$ cat config.mk
export PLATFORM = sky130hd
export DESIGN_NAME = apb_master_bridge
export DESIGN_NICKNAME = d
export VERILOG_FILES = /design/src/rtl/apb_master_bridge.sv
export SDC_FILE = /design/constraint.sdc
export NUM_CORES = 1
export LEC_CHECK = 0
export CAP_MARGIN = 25
export CELL_PAD_IN_SITES_DETAIL_PLACEMENT = 1
export CELL_PAD_IN_SITES_GLOBAL_PLACEMENT = 2
export CORE_UTILIZATION = 21
export CTS_BUF_LIST = sky130_fd_sc_hd__clkbuf_8
export DETAILED_ROUTE_END_ITERATION = 10
export PLACE_DENSITY_LB_ADDON = 0.1
export SETUP_SLACK_MARGIN = 0.15
export SYNTH_ARGS = -nofsm -noshare
export SYNTH_HDL_FRONTEND = slang
export SYNTH_SLANG_ARGS = --single-unit
$ cat constraint.sdc
create_clock -name PCLK -period 2 [get_ports PCLK]
set_input_delay 0.4 -clock PCLK [delete_from_list [all_inputs] [get_ports PCLK]]
set_output_delay 0.4 -clock PCLK [all_outputs]
set_load 0.02 [all_outputs]
$ cat src/rtl/apb_master_bridge.sv
// rtl/apb_master_bridge.sv - APB3 requester: valid/ready command port to SETUP/ACCESS transfers with PREADY watchdog
module apb_master_bridge #(
  parameter int ADDR_WIDTH     = 8,
  parameter int DATA_WIDTH     = 32,
  parameter int TIMEOUT_CYCLES = 16
) (
  input  logic                  PCLK,
  input  logic                  PRESET,
  input  logic                  cmd_valid,
  output logic                  cmd_ready,
  input  logic                  cmd_write,
  input  logic [ADDR_WIDTH-1:0] cmd_addr,
  input  logic [DATA_WIDTH-1:0] cmd_wdata,
  output logic                  rsp_valid,
  input  logic                  rsp_ready,
  output logic [DATA_WIDTH-1:0] rsp_rdata,
  output logic                  rsp_err,
  output logic                  rsp_timeout,
  output logic                  PSEL,
  output logic                  PENABLE,
  output logic                  PWRITE,
  output logic [ADDR_WIDTH-1:0] PADDR,
  output logic [DATA_WIDTH-1:0] PWDATA,
  input  logic [DATA_WIDTH-1:0] PRDATA,
  input  logic                  PREADY,
  input  logic                  PSLVERR
);

  localparam int CW = (TIMEOUT_CYCLES > 0) ? $clog2(TIMEOUT_CYCLES + 1) : 1;

  typedef enum logic [1:0] {ST_IDLE, ST_SETUP, ST_ACCESS, ST_RESP} state_t;

  state_t                r_state, w_state_nxt;
  logic                  r_cmd_ready, w_cmd_ready_nxt;
  logic                  r_psel, w_psel_nxt;
  logic                  r_penable, w_penable_nxt;
  logic                  r_pwrite, w_pwrite_nxt;
  logic [ADDR_WIDTH-1:0] r_paddr, w_paddr_nxt;
  logic [DATA_WIDTH-1:0] r_pwdata, w_pwdata_nxt;
  logic                  r_rsp_valid, w_rsp_valid_nxt;
  logic [DATA_WIDTH-1:0] r_rsp_rdata, w_rsp_rdata_nxt;
  logic                  r_rsp_err, w_rsp_err_nxt;
  logic                  r_rsp_timeout, w_rsp_timeout_nxt;
  logic [CW-1:0]         r_wdog, w_wdog_nxt;
  logic                  w_wdog_hit;

  // Fires on the TIMEOUT_CYCLES-th consecutive ACCESS cycle that still sees PREADY low
  assign w_wdog_hit = (TIMEOUT_CYCLES > 0) &&
                      ((32'(r_wdog) + 32'd1) >= 32'(TIMEOUT_CYCLES));

  always_comb begin
    w_state_nxt       = r_state;
    w_cmd_ready_nxt   = r_cmd_ready;
    w_psel_nxt        = r_psel;
    w_penable_nxt     = r_penable;
    w_pwrite_nxt      = r_pwrite;
    w_paddr_nxt       = r_paddr;
    w_pwdata_nxt      = r_pwdata;
    w_rsp_valid_nxt   = r_rsp_valid;
    w_rsp_rdata_nxt   = r_rsp_rdata;
    w_rsp_err_nxt     = r_rsp_err;
    w_rsp_timeout_nxt = r_rsp_timeout;
    w_wdog_nxt        = r_wdog;
    case (r_state)
      ST_IDLE: begin
        if (cmd_valid) begin
          w_state_nxt     = ST_SETUP;
          w_cmd_ready_nxt = 1'b0;
          w_pwrite_nxt    = cmd_write;
          w_paddr_nxt     = cmd_addr;
          w_pwdata_nxt    = cmd_wdata;
          w_psel_nxt      = 1'b1;
          w_penable_nxt   = 1'b0;
        end
      end
      ST_SETUP: begin
        w_state_nxt   = ST_ACCESS;
        w_penable_nxt = 1'b1;
        w_wdog_nxt    = '0;
      end
      ST_ACCESS: begin
        if (PREADY) begin
          w_state_nxt       = ST_RESP;
          w_psel_nxt        = 1'b0;
          w_penable_nxt     = 1'b0;
          w_rsp_valid_nxt   = 1'b1;
          w_rsp_err_nxt     = PSLVERR;
          w_rsp_timeout_nxt = 1'b0;
          w_rsp_rdata_nxt   = r_pwrite ? '0 : PRDATA;
        end else if (w_wdog_hit) begin
          w_state_nxt       = ST_RESP;
          w_psel_nxt        = 1'b0;
          w_penable_nxt     = 1'b0;
          w_rsp_valid_nxt   = 1'b1;
          w_rsp_err_nxt     = 1'b1;
          w_rsp_timeout_nxt = 1'b1;
          w_rsp_rdata_nxt   = '0;
        end else if (r_wdog != {CW{1'b1}}) begin
          w_wdog_nxt = r_wdog + 1'b1;
        end
      end
      ST_RESP: begin
        if (rsp_ready) begin
          w_state_nxt     = ST_IDLE;
          w_rsp_valid_nxt = 1'b0;
          w_cmd_ready_nxt = 1'b1;
        end
      end
      default: begin
        w_state_nxt     = ST_IDLE;
        w_cmd_ready_nxt = 1'b1;
        w_psel_nxt      = 1'b0;
        w_penable_nxt   = 1'b0;
      end
    endcase
  end

  always_ff @(posedge PCLK) begin
    if (PRESET) begin
      r_state       <= ST_IDLE;
      r_cmd_ready   <= 1'b1;
      r_psel        <= 1'b0;
      r_penable     <= 1'b0;
      r_pwrite      <= 1'b0;
      r_paddr       <= '0;
      r_pwdata      <= '0;
      r_rsp_valid   <= 1'b0;
      r_rsp_rdata   <= '0;
      r_rsp_err     <= 1'b0;
      r_rsp_timeout <= 1'b0;
      r_wdog        <= '0;
    end else begin
      r_state       <= w_state_nxt;
      r_cmd_ready   <= w_cmd_ready_nxt;
      r_psel        <= w_psel_nxt;
      r_penable     <= w_penable_nxt;
      r_pwrite      <= w_pwrite_nxt;
      r_paddr       <= w_paddr_nxt;
      r_pwdata      <= w_pwdata_nxt;
      r_rsp_valid   <= w_rsp_valid_nxt;
      r_rsp_rdata   <= w_rsp_rdata_nxt;
      r_rsp_err     <= w_rsp_err_nxt;
      r_rsp_timeout <= w_rsp_timeout_nxt;
      r_wdog        <= w_wdog_nxt;
    end
  end

  assign cmd_ready   = r_cmd_ready;
  assign PSEL        = r_psel;
  assign PENABLE     = r_penable;
  assign PWRITE      = r_pwrite;
  assign PADDR       = r_paddr;
  assign PWDATA      = r_pwdata;
  assign rsp_valid   = r_rsp_valid;
  assign rsp_rdata   = r_rsp_rdata;
  assign rsp_err     = r_rsp_err;
  assign rsp_timeout = r_rsp_timeout;

endmodule

; After elaboration in Yosys (flattened, before gate mapping)
; Cells that the tools add are included.
[op_classes]
add_sub_neg = 2
magnitude_cmp = 1
eq_ne = 10
muxes = 26
reduce_logical = 15
[ops]
columns = operator, n
row1 = $mux 32, 3
row2 = $mux 5, 3
row3 = $reduce_and 3->1, 5
row4 = $mux 1, 10
row5 = $ne 2x2->1 const B, 5
row6 = $pmux 5 s2, 1
row7 = $reduce_bool 2->1, 5
row8 = $mux 2, 4
row9 = $pmux 2 s4, 1
row10 = $add 5x1->6 const B, 1
row11 = $ge 6x5->1 const B, 1
row12 = $pmux 1 s2, 3
row13 = $add 5x1->5 const B, 1
row14 = $ne 5x5->1 const B, 1
row15 = $eq 2x2->1 const B, 2
row16 = $reduce_and 2->1, 2
row17 = $reduce_and 4->1, 1
row18 = $ne 3x3->1 const B, 1
row19 = $pmux 1 s3, 1
row20 = $reduce_bool 3->1, 1
row21 = $eq 2x1->1 const B, 1
row22 = $logic_not 2->1, 1
[totals]
regBits = 86
inputBits = 79
out_inout_bits = 79
wordCells = 66

; Depth between registers and ports, before layout
; Gate-level depths: netlist of run 1.
[logic_depth]
depth_word = 5
ltp_mapped = 8
ltp_nobuf = 7

; Least setup slack after synthesis of run 1
; Ideal clock, no wire load.
[synth_path]
path_type = flip-flop to flip-flop
startpoint = register r_wdog[0]
endpoint = register r_rsp_rdata[22], in the netlist rsp_rdata[22]
setup_time_ns = 0.065
arrival_ns = 1.881
t_required_ns = 1.935
setup_slack_ns = 0.053
path_stages_with_launch = 9
path_buffers = 1
period_less_slack_ns = 1.947
cell_sequence = dfxtp_1 -> ha_1 -> and3_1 -> ha_1 -> o21a_1 -> a41oi_4 -> buf_6 -> a22oi_1 -> nor2_1
[synth_via]
elab_chain_cells = 4
[synth_rtl]
columns = item, line
row1 = start: declaration, 44  ; logic [CW-1:0] r_wdog, w_wdog_nxt;
row2 = start signal: assignment, 144  ; r_wdog <= w_wdog_nxt;
row3 = $add 5x1->6, 49  ; ((32'(r_wdog) + 32'd1) >= 32'(TIMEOUT_CYCLES));
row4 = $ge 6x5->1, 49
row5 = $reduce_bool 2->1 (no line), -
row6 = $reduce_and 2->1 (no line), -
row7 = end signal: assignment, 141  ; r_rsp_rdata <= w_rsp_rdata_nxt;
row8 = end: declaration, 41  ; logic [DATA_WIDTH-1:0] r_rsp_rdata, w_rsp_rdata_nxt;
; Every way passes these cells.
; A chain may end at the register's enable or synchronous reset.

; Worst setup path after layout of run 1
[layout_path]
startpoint = register r_wdog[0]
endpoint = register r_rsp_rdata[4], in the netlist rsp_rdata[4]
; Same word-level chain as after synthesis.

==> out/results.tsv, run 1 <==
metric	value	unit
highest-count cells in the layout ignoring fill and taps	clkdlybuf4s50_1 (154), nand2_1 (99), dfxtp_1 (84)	
routed len/inst	15.8	µm
area of all placed cells without fillers	5680	µm²
power per standard cell area	1020	nW/µm²
worst path bufs/invs	2	
met3 GRT Util	5.16	%
critical hold path startpoint	PRESET	
depth of the CTS H-tree	3	
Site Rows	46	
Hold Crit Class	primary input to flip-flop	
total number of cells along the worst setup path	9	
DRC violations left	0	
Seq. cell area	1720	µm²
Non-Filler Instances	776	
worst IR drop on VDD	0.343	mV
worst clock skew	0.0104	ns
Slew headroom	73.0	%
post-route fraction of the period consumed by the critical path	94.1	%
WHS Path Cells	3	
Layout area overhead	66.8	%
clock tree sinks	86	
fraction of synthesized cell area taken by the top area cell type	50.6	%
Post-Place Cells	755	
critical path endpoint category	flip-flop	
total of endpoints with negative setup slack in the final report	0	
dominant delay contributor by cell family on the critical path	compound AO/OA/AOI/OAI gates	
most common library cell in the layout ignoring fill and taps	clkdlybuf4s50_1	
sum of overflow across all layers after global routing	0	
proportion of layout cells with a drive suffix above 1	12.3	%
fraction of the mapped netlist area in simple logic gates	22.2	%
startpoint of the lowest-slack register-to-register path	r_wdog[0]$_SDFFE_PP0P_	
router iterations before antenna repair	4	
launching element of the worst setup path	r_wdog[0]$_SDFFE_PP0P_	
setup slack at placement	-0.0842	ns
number of clock buffers inserted by TritonCTS	9	
Final Routed Wirelength	12.2	mm
number of flops mapped to enable cells by yosys	0	
area fraction in compound gates after synthesis	19.4	%
Max Fclk	531	MHz
library cell with the largest summed area after synthesis	dfxtp_1	
clock tree from TritonCTS	yes	
main combinational cell family by area after synthesis	simple AND/OR/NAND/NOR gates	
post-synthesis average cell area	8.68	µm²
grt met2 use	25.0	%
slowest library cell on the worst path	dfxtp_2	
CTS Root Cell	clkbuf_8	
final worst path period need	1.88	ns
diode insertion count for antenna repair	0	
DP Area	5310	µm²
startpoint class of the critical path	flip-flop	
count of state elements after synthesis	86	
ordered cell list for the critical path	ha_4, and3_4, ha_4, o21a_1, a41oi_4, buf_6, buf_16, nand2_1, a21oi_1	
met1 layer usage reported by global route	18.2	%
run status	complete, no violations	
horizontal extent of the die	129	µm
share of async-settable or async-resettable flops after synthesis	0	%
maximum number of pins on one net before global-route repair	42	
Setup Crit Path Kind	flip-flop to flip-flop	
via count of the first global-routing pass	3656	
xor and xnor fraction of the mapped netlist area	0	%
adder-cell share of the synthesized area	2.57	%
number of max-slew violations in the final report	0	
leading cell types by total area after synthesis	dfxtp_1 (51%), nand2_1 (11%), a21oi_1 (9.9%)	
DIE HEIGHT	129	µm
Post-DRT Antenna Nets	0	
Worst Reg-to-Reg Cells	9	
cell repeated most along the worst path	ha_4	
final hold vios	0	
first-iteration detailed-routing DRC count	96	
overall track demand over capacity in global routing	15.2	%
core footprint	15800	µm²
placer congestion estimate	0.742	
Required @ worst endpoint	2.30	ns
HPWL after detailed placement	8.31	mm
unrepaired setup endpoints after global routing	yes	
number of buffers inserted for hold repair after clock tree synthesis	0	
most common flop cell mapped by yosys	dfxtp_1	
number of fill cells in the layout	1819	
arrival time of data at the critical path endpoint	2.18	ns
floorplan die area	16700	µm²
Post-Route Utilization	35.9	%
post-layout total power	5.77	mW
Crit path largest cell delay	0.35	ns
number of antenna violations at the first check in global routing	0	
number of input and output port buffers inserted	157	
Synthesized Nets	478	
number of nets in the layout	641	
total leakage power	2.01	nW
Yosys warning total	0	
detailed-route vias per instance	4.34	
deepest clock path buffer count	2	
worst slew pin tran	0.405	ns
multi-input combinational cell area	1590	µm²
combined area of all synthesized cells	3400	µm²
insertion delay to the later sink of the worst-skew pair	0.37	ns
cells after synthesis	392	
part of the Yosys area used for sequential elements	50.6	%
count of cell types in the netlist	39	
minimum setup slack in the final design	0.118	ns
Clock transition at path regs	0.10	ns
number of top-level design ports	158	
via total after detailed routing	3367	
critical path peak fanout	7	
max-cap violations	0	
most used routing layer in global routing	met2	
starting density of the core	21.5	%
wire length of the first global-routing pass	19.4	mm
fraction of synthesized area in multiplexers	0	%
[power breakdown]
group	switching [mW]	internal [mW]
clock network	0.724	0.591
registers	0.145	1.97
logic	1.25	1.09
total	2.12	3.65
[state kept, by name, summed over array words and instances, names as in the netlist, 2 cells and up]
name       count
PADDR          8
PWDATA        32
r_state        2
r_wdog         5
rsp_rdata     32
[final cells by class]
type	count	share of cell area, %
Timing Repair Buffer	182	32.6
Sequential cell	86	30.4
Multi-Input combinational cell	267	28.0
Tap cell	216	4.76
Clock buffer	9	2.18
Clock inverter	7	1.41
Inverter	9	0.595
[metal layers]
layer | share of wire, % | wire length, µm
met1 | 44 | 5440
met2 | 47 | 5700
met3 | 7.8 | 950
met4 | 1.2 | 150
met5 | 0 | 0
[worst min-delay path, cell delays in order]
cell and delay [ns]:
buf_2 0.11, inv_1 0.11, o21ai_0 0.09
[cells in the mapped netlist, drive strengths merged, types with 2 or more instances]
master	count
nand4b	19
dfxtp	86
nand2b	6
clkbuf	24
nor2	15
a311oi	3
o21ai	6
a22oi	13
ha	7
nand2	104
a211oi	2
a21oi	67
inv	9
and3	2
nand3	4
a21o	2
buf	6
[cell families after synthesis]
group | Yosys count
buffers and inverters | 39
adder cells (fa/ha/maj) | 7
flip-flops | 86
AO/OA/AOI/OAI | 103
AND/OR/NAND/NOR | 157
[through the flow]
step                setup TNS, ns  hold WS, ns
floorplan                       0        0.465
global placement                0        0.438
detailed placement         -0.717        0.444
CTS                             0        0.352
global route                    0        0.400
finish                          0        0.368
[path summary, 6_finish.rpt]
kind	to	slack, ns
setup / recovery	rsp_rdata[4]$_SDFFE_PP0P_	0.12
hold / removal	cmd_ready$_SDFFE_PP1P_	0.37
setup reg to reg	rsp_rdata[4]$_SDFFE_PP0P_	0.12
hold reg to reg	rsp_rdata[18]$_SDFFE_PP0P_	0.46
[what timing repair did]
action                                  in CTS  in global routing
gates resized for setup                     11                 16
endpoints found under the setup margin      36                 44
gates cloned                                 2                  0
pin swaps                                    5                  9
setup buffers                                2                  1
Power figures use the tool's default switching activity.
==> inputs of run 2 (changes only) <==
- CORE_MARGIN: not set -> 4
==> run 2 against run 1 <==
  * Non-clock buffer count rose by 5
  * Global-route usage down 1.3 points
  * Clock power increased by 5%
  * First-iteration DRC count rose by 8.3%
  * Count of clock-buffer cells in the layout rose by 3
  * Worst hold slack better by 0.091 ns
  * Wire length increased by 4.7%
  * Sequential share of layout area decreased by 0.75 points
  * Highest routed layer is now met5
  * Final cell count rose by 0.64%
  * Flip-flop and latch count stayed put
  * Cell area rose by 2.5%
  * Utilization up 0.78 points
==> out/results.tsv, run 2 (same netlist as run 1, synthesis figures left out) <==
metric	value	unit	change
Clock transition at path regs	0.10	ns	about the same
first-iteration detailed-routing DRC count	104		+8.3%
total of endpoints with negative setup slack in the final report	0		unchanged
placer congestion estimate	0.760		+2.5%
number of buffers inserted for hold repair after clock tree synthesis	0		unchanged
worst clock skew	0.0146	ns	+0.00416 ns
insertion delay to the later sink of the worst-skew pair	0.37	ns	about the same
minimum setup slack in the final design	0.117	ns	-0.00131 ns
HPWL after detailed placement	8.67	mm	+4.4%
Post-DRT Antenna Nets	0		unchanged
startpoint of the lowest-slack register-to-register path	r_wdog[1]$_SDFFE_PP0P_		
router iterations before antenna repair	4		unchanged
design internal power	3.78	mW	+3.5%
slowest library cell on the worst path	dfxtp_2		
final hold vios	0		unchanged
Switching Fraction	35.9	%	-0.82 points
area of all placed cells without fillers	5820	µm²	+2.5%
worst slew pin tran	0.486	ns	+0.0815 ns
Reg power frac	36.0	%	-0.7 points
hold slack final	0.459	ns	+0.0908 ns
clock tree sinks	86		unchanged
maximum number of pins on one net before global-route repair	43		+2.4%
Non-Filler Instances	781		+0.64%
via total after detailed routing	3418		+1.5%
DRC violations left	0		unchanged
unrepaired setup endpoints after global routing	yes		
FF-to-FF setup slack	0.12	ns	about the same
number of clock buffers inserted by TritonCTS	9		unchanged
number of nets in the layout	646		+0.78%
arrival time of data at the critical path endpoint	2.19	ns	about the same
Final Routed Wirelength	12.8	mm	+4.7%
number of max-slew violations in the final report	0		unchanged
number of antenna violations at the first check in global routing	1		+1
Seq. cell area	1720	µm²	unchanged
via count of the first global-routing pass	3663		+0.19%
met3 wire length	1.06	mm	+12%
Post-Route Utilization	36.6	%	+0.78 points
DIE HEIGHT	135	µm	+4.6%
number of input and output port buffers inserted	157		unchanged
Setup Crit Path Kind	flip-flop to flip-flop		
most common library cell in the layout ignoring fill and taps	clkdlybuf4s50_1		
Crit path largest cell delay	0.35	ns	about the same
multi-input combinational cell area	1650	µm²	+3.9%
post-layout total power	5.90	mW	+2.2%
proportion of layout cells with a drive suffix above 1	14.9	%	+2.5 points
highest-count cells in the layout ignoring fill and taps	clkdlybuf4s50_1 (155), nand2_1 (100), dfxtp_1 (84)		
Layout area overhead	71.0	%	
overall track demand over capacity in global routing	13.9	%	-1.3 points
Slew headroom	67.6	%	-5.4 points
CTS Root Cell	clkbuf_8		
clock tree from TritonCTS	yes		
worst IR drop on VDD	0.547	mV	+60%
core footprint	15900	µm²	+0.36%
Required @ worst endpoint	2.30	ns	about the same
critical path peak fanout	8		+1
met2 layer wire length in the routed design	6.34	mm	+11%
ordered cell list for the critical path	ha_4, and3_4, ha_4, o21a_1, a41oi_4, buf_12, buf_12, a22oi_1, nor2_1		
critical hold path startpoint	rsp_rdata[0]$_SDFFE_PP0P_		
floorplan die area	18300	µm²	+9.5%
Post-Place Cells	755		unchanged
wire length of the first global-routing pass	20.1	mm	+3.5%
switching power	2.12	mW	about the same
launching element of the worst setup path	r_wdog[1]$_SDFFE_PP0P_		
Site Rows	46		unchanged
sum of overflow across all layers after global routing	0		unchanged
depth of the CTS H-tree	3		unchanged
deepest clock path buffer count	2		unchanged
number of top-level design ports	158		unchanged
relative contribution of the clock network to total power	23.2	%	+0.4 points
number of fill cells in the layout	1845		+1.4%
Hold Crit Class	flip-flop to flip-flop		
critical path endpoint category	flip-flop		
horizontal extent of the die	135	µm	+4.6%
final worst path period need	1.88	ns	+0.00131 ns
DP Area	5300	µm²	-0.24%
RR Endpoint	rsp_rdata[26]$_SDFFE_PP0P_		
run status	complete, no violations		
Worst Reg-to-Reg Cells	9		unchanged
post-route fraction of the period consumed by the critical path	94.2	%	about the same
max-cap violations	0		unchanged
diode insertion count for antenna repair	0		unchanged
starting density of the core	21.4	%	-0.078 points
setup slack at placement	-0.0396	ns	+0.0445 ns
setup TNS after final layout	0	ns	unchanged
detailed-route wire length on metal 1	5.29	mm	-2.7%
power per standard cell area	1010	nW/µm²	-0.33%
startpoint class of the critical path	flip-flop		
Top Layer Used	met5		
fraction of power consumed by combinational cells	40.8	%	+0.3 points
detailed-route vias per instance	4.38		+0.86%
capture point of the critical path	rsp_rdata[26]$_SDFFE_PP0P_		
routed len/inst	16.4	µm	+4.0%
total leakage power	2.06	nW	+2.3%
Max Fclk	531	MHz	about the same
==> run 2: cell count changes in the layout (fill, tap and decap cells not counted), sizes merged <==
cell,previous run,this run
buf,26,30
clkbuf,9,13
clkinvlp,2,0
clkdlybuf4s50,154,155
dlymetal6s2s,2,1
inv,11,10
==> run 2: worst min path at each step <==
| stage | slack [ns] | to | cells after the start |
|---|---|---|---|
| after global routing | 0.48 | rsp_rdata[9]$_SDFFE_PP0P_ | 2 |
| after global placement | 0.44 | rsp_rdata[15]$_SDFFE_PP0P_ | 2 |
| after floorplan | 0.47 | r_wdog[2]$_SDFFE_PP0P_ | 1 |
| final | 0.46 | rsp_rdata[0]$_SDFFE_PP0P_ | 2 |
| after detailed placement | 0.45 | rsp_rdata[11]$_SDFFE_PP0P_ | 2 |
| after CTS | 0.46 | rsp_rdata[11]$_SDFFE_PP0P_ | 2 |
==> run 2: what timing repair did <==
| action | in CTS | in global routing |
|---|---|---|
| pin swaps | 11 | 22 |
| resized for setup | 19 | 23 |
| endpoints found under the setup margin | 35 | 44 |
| gates cloned | 2 | 1 |
| buffers inserted | 4 | 3 |
==> run 2: worst max-delay path: cells and delay by family (launching register included) <==
family,cells,cell delay (ns)
AOI/OAI and AO/OA,3,0.51
adders and majority gates,2,0.38
DFF,1,0.35
buffers and inverters,2,0.30
and+or+nand+nor,2,0.28
==> run 2: area by class of cell <==
class	count	share of cell area (%)
Clock buffer	12	2.84
Clock inverter	4	0.903
Inverter	9	0.581
Multi-Input combinational cell	267	28.4
Sequential cell	86	29.6
Tap cell	216	4.64
Timing Repair Buffer	187	33.0
==> run 2: routing by layer <==
layer,vias up,global-route usage (%)
li1,1677,-
met1,1636,16.0
met2,96,23.7
met3,7,6.80
met4,2,2.74
met5,-,0
==> run 2: power by group through the flow <==
stage               combinational, mW  sequential (mW)  clock (mW)
floorplan                       0.916             2.42           0
global placement                 2.20             2.14           0
finish                           2.41             2.12        1.37
CTS                              2.37             2.12        1.45
detailed placement               2.23             2.15           0
global route                     2.62             2.16        1.53
==> inputs of run 3 (changes only) <==
- CORE_UTILIZATION: 21 -> 23
- clock period: 2 -> 1.9 ns (I/O delays scaled with it)
==> run 3 against run 2 <==
  * The flow now finishes with violations (negative setup slack)
  * Critical path type unchanged
  * Register-to-register slack got worse by 0.12 ns
  * Global-route usage up 0.067 points
  * Count of clock-buffer cells in the layout fell by 3
  * Sequential share of layout area increased by 0.71 points
  * Via count down 2.6%
  * Clock skew is 0.0046 ns lower
  * Sequential power is 5% higher
==> out/results.tsv, run 3 (same netlist as run 1, synthesis figures left out) <==
metric	value	unit	change
run status	finished with violations		
failing checks	negative setup slack		
Layout area overhead	67.2	%	
wire length of the first global-routing pass	18.4	mm	-8.4%
number of input and output port buffers inserted	157		unchanged
final hold vios	0		unchanged
Slew headroom	62.7	%	-4.9 points
insertion delay to the later sink of the worst-skew pair	0.36	ns	about the same
clock tree from TritonCTS	yes		
arrival time of data at the critical path endpoint	2.14	ns	-0.05 ns
sum of overflow across all layers after global routing	0		unchanged
via count of the first global-routing pass	3568		-2.6%
WHS Path Cells	3		+1
floorplan die area	16800	µm²	-8.2%
proportion of layout cells with a drive suffix above 1	10.9	%	-4.0 points
DRC violations left	0		unchanged
horizontal extent of the die	130	µm	-4.2%
CTS Root Cell	clkbuf_8		
Hold Crit Endpoint	cmd_ready$_SDFFE_PP1P_		
Setup Crit Path Kind	flip-flop to flip-flop		
router iterations before antenna repair	4		unchanged
starting density of the core	23.4	%	+2.0 points
cell repeated most along the worst path	ha_4		
critical hold path startpoint	PRESET		
routed len/inst	16.0	µm	-2.8%
number of antenna violations at the first check in global routing	0		-1
Worst Reg-to-Reg Cells	8		-1
HPWL after detailed placement	8.45	mm	-2.6%
worst slew pin tran	0.560	ns	+0.0735 ns
Clock transition at path regs	0.09	ns	about the same
Hold Crit Class	primary input to flip-flop		
number of nets in the layout	643		-0.46%
Final Routed Wirelength	11.9	mm	-7.3%
clock tree sinks	86		unchanged
highest-count cells in the layout ignoring fill and taps	nand2_1 (103), clkdlybuf4s50_1 (97), dfxtp_1 (84)		
maximum number of pins on one net before global-route repair	40		-7.0%
critical path endpoint category	flip-flop		
total number of cells along the worst setup path	8		-1
depth of the CTS H-tree	3		unchanged
slowest library cell on the worst path	dfxtp_4		
deepest clock path buffer count	2		unchanged
detailed-route vias per instance	4.47		+2.1%
Max Fclk	525	MHz	-1.2%
RR Endpoint	rsp_valid$_SDFFE_PP0P_		
critical path peak fanout	21		+13
Site Rows	44		-4.3%
core footprint	14500	µm²	-8.5%
number of fill cells in the layout	1691		-8.3%
dominant delay contributor by cell family on the critical path	compound AO/OA/AOI/OAI gates		
post-route fraction of the period consumed by the critical path	100	%	+6.1 points
via total after detailed routing	3330		-2.6%
unrepaired setup endpoints after global routing	yes		
startpoint of the lowest-slack register-to-register path	r_wdog[0]$_SDFFE_PP0P_		
minimum setup slack in the final design	-0.00587	ns	-0.123 ns
DIE HEIGHT	130	µm	-4.2%
worst IR drop on VDD	0.385	mV	-30%
hold slack final	0.376	ns	-0.0826 ns
grt met2 use	22.8	%	-0.92 points
FF-to-FF setup slack	-0.006	ns	-0.12 ns
startpoint class of the critical path	flip-flop		
number of clock buffers inserted by TritonCTS	9		unchanged
multi-input combinational cell area	1570	µm²	-4.8%
Required @ worst endpoint	2.14	ns	-0.16 ns
met3 GRT Util	5.69	%	-1.1 points
worst path bufs/invs	1		-1
power per standard cell area	1040	nW/µm²	+3.0%
ordered cell list for the critical path	ha_4, and3_4, ha_4, o21a_1, a41oi_4, buf_12, a21o_1, a21oi_2		
most common library cell in the layout ignoring fill and taps	nand2_1		
final worst path period need	1.91	ns	+0.0226 ns
Seq. cell area	1730	µm²	+0.15%
Crit path largest cell delay	0.37	ns	+0.02 ns
setup TNS after final layout	-0.00587	ns	-0.00587 ns
Post-DRT Antenna Nets	0		unchanged
first-iteration detailed-routing DRC count	129		+24%
most used routing layer in global routing	met2		
total of endpoints with negative setup slack in the final report	1		+1
total leakage power	2.83	nW	+37%
diode insertion count for antenna repair	0		unchanged
overall track demand over capacity in global routing	14.0	%	+0.067 points
placer congestion estimate	0.771		+1.3%
number of top-level design ports	158		unchanged
worst clock skew	0.00993	ns	-0.00462 ns
max-cap violations	0		unchanged
number of max-slew violations in the final report	0		unchanged
met1 layer usage reported by global route	16.7	%	+0.75 points
[run 3: cell types whose count changed in the layout (fill, tap and decap cells not counted), sizes merged, moves of 2 or more]
| cell | before | now |
|---|---|---|
| buf | 30 | 28 |
| clkbuf | 13 | 9 |
| clkdlybuf4s50 | 155 | 97 |
| dlygate4sd2 | 0 | 13 |
| dlymetal6s2s | 1 | 46 |
[run 3: metrics by stage]
step	power (mW)	worst slack [ns]	instances	cell area, µm²	utilization (%)
floorplan	3.51	0.127	392	3430	-
global placement	4.59	0.00160	725	5280	36.3
detailed placement	4.61	-0.0701	725	5280	36.3
CTS	6.09	0.00913	745	5550	38.2
global route	6.36	-0.0753	745	5690	39.2
finish	5.94	-0.00587	745	5690	39.2
[run 3: layout make-up]
class	count	area share, %
tap	184	4.04
timing repair buffer	184	33.8
clock buffer	9	2.18
clock inverter	6	1.41
inverter	9	0.594
sequential	86	30.3
multi-input combinational	267	27.6
[run 3: worst reg2reg max path: stages, from the launching register on]
cell and delay, ns:
dfxtp_4 0.37, ha_4 0.16, and3_4 0.18, ha_4 0.22, o21a_1 0.19, a41oi_4 0.27
buf_12 0.20, a21o_1 0.14, a21oi_2 0.05
[run 3: report_power, final]
group	internal (mW)	leakage [nW]	switching (mW)
Clock	0.723	0.108	0.669
Sequential	2.07	0.702	0.142
Combinational	1.06	2.02	1.27
Total	3.86	2.83	2.08
[run 3: layer usage]
metal / wire length, µm / vias up
met1: 5010 / 1547
met3: 1120 / 13
met2: 5580 / 100
li1: - / 1670
met5: 0 / -
met4: 175 / 0
[run 3: worst max path at each step]
stage                            from                          to
3_3_place_gp                   PREADY           PSEL$_SDFFE_PP0P_
5_1_grt        r_wdog[0]$_SDFFE_PP0P_      r_wdog[2]$_SDFFE_PP0P_
3_5_place_dp                   PREADY           PSEL$_SDFFE_PP0P_
4_1_cts        r_wdog[0]$_SDFFE_PP0P_      r_wdog[2]$_SDFFE_PP0P_
2_1_floorplan  r_wdog[1]$_SDFFE_PP0P_  rsp_rdata[22]$_SDFFE_PP0P_
6_report       r_wdog[0]$_SDFFE_PP0P_      rsp_valid$_SDFFE_PP0P_
[run 3: repair_timing]
item,in CTS,in global routing
setup endpoints to repair,50,87
buffers inserted,4,0
hold buffers,0,0
gates cloned,1,0
gates resized for setup,22,54
pin swaps,6,7
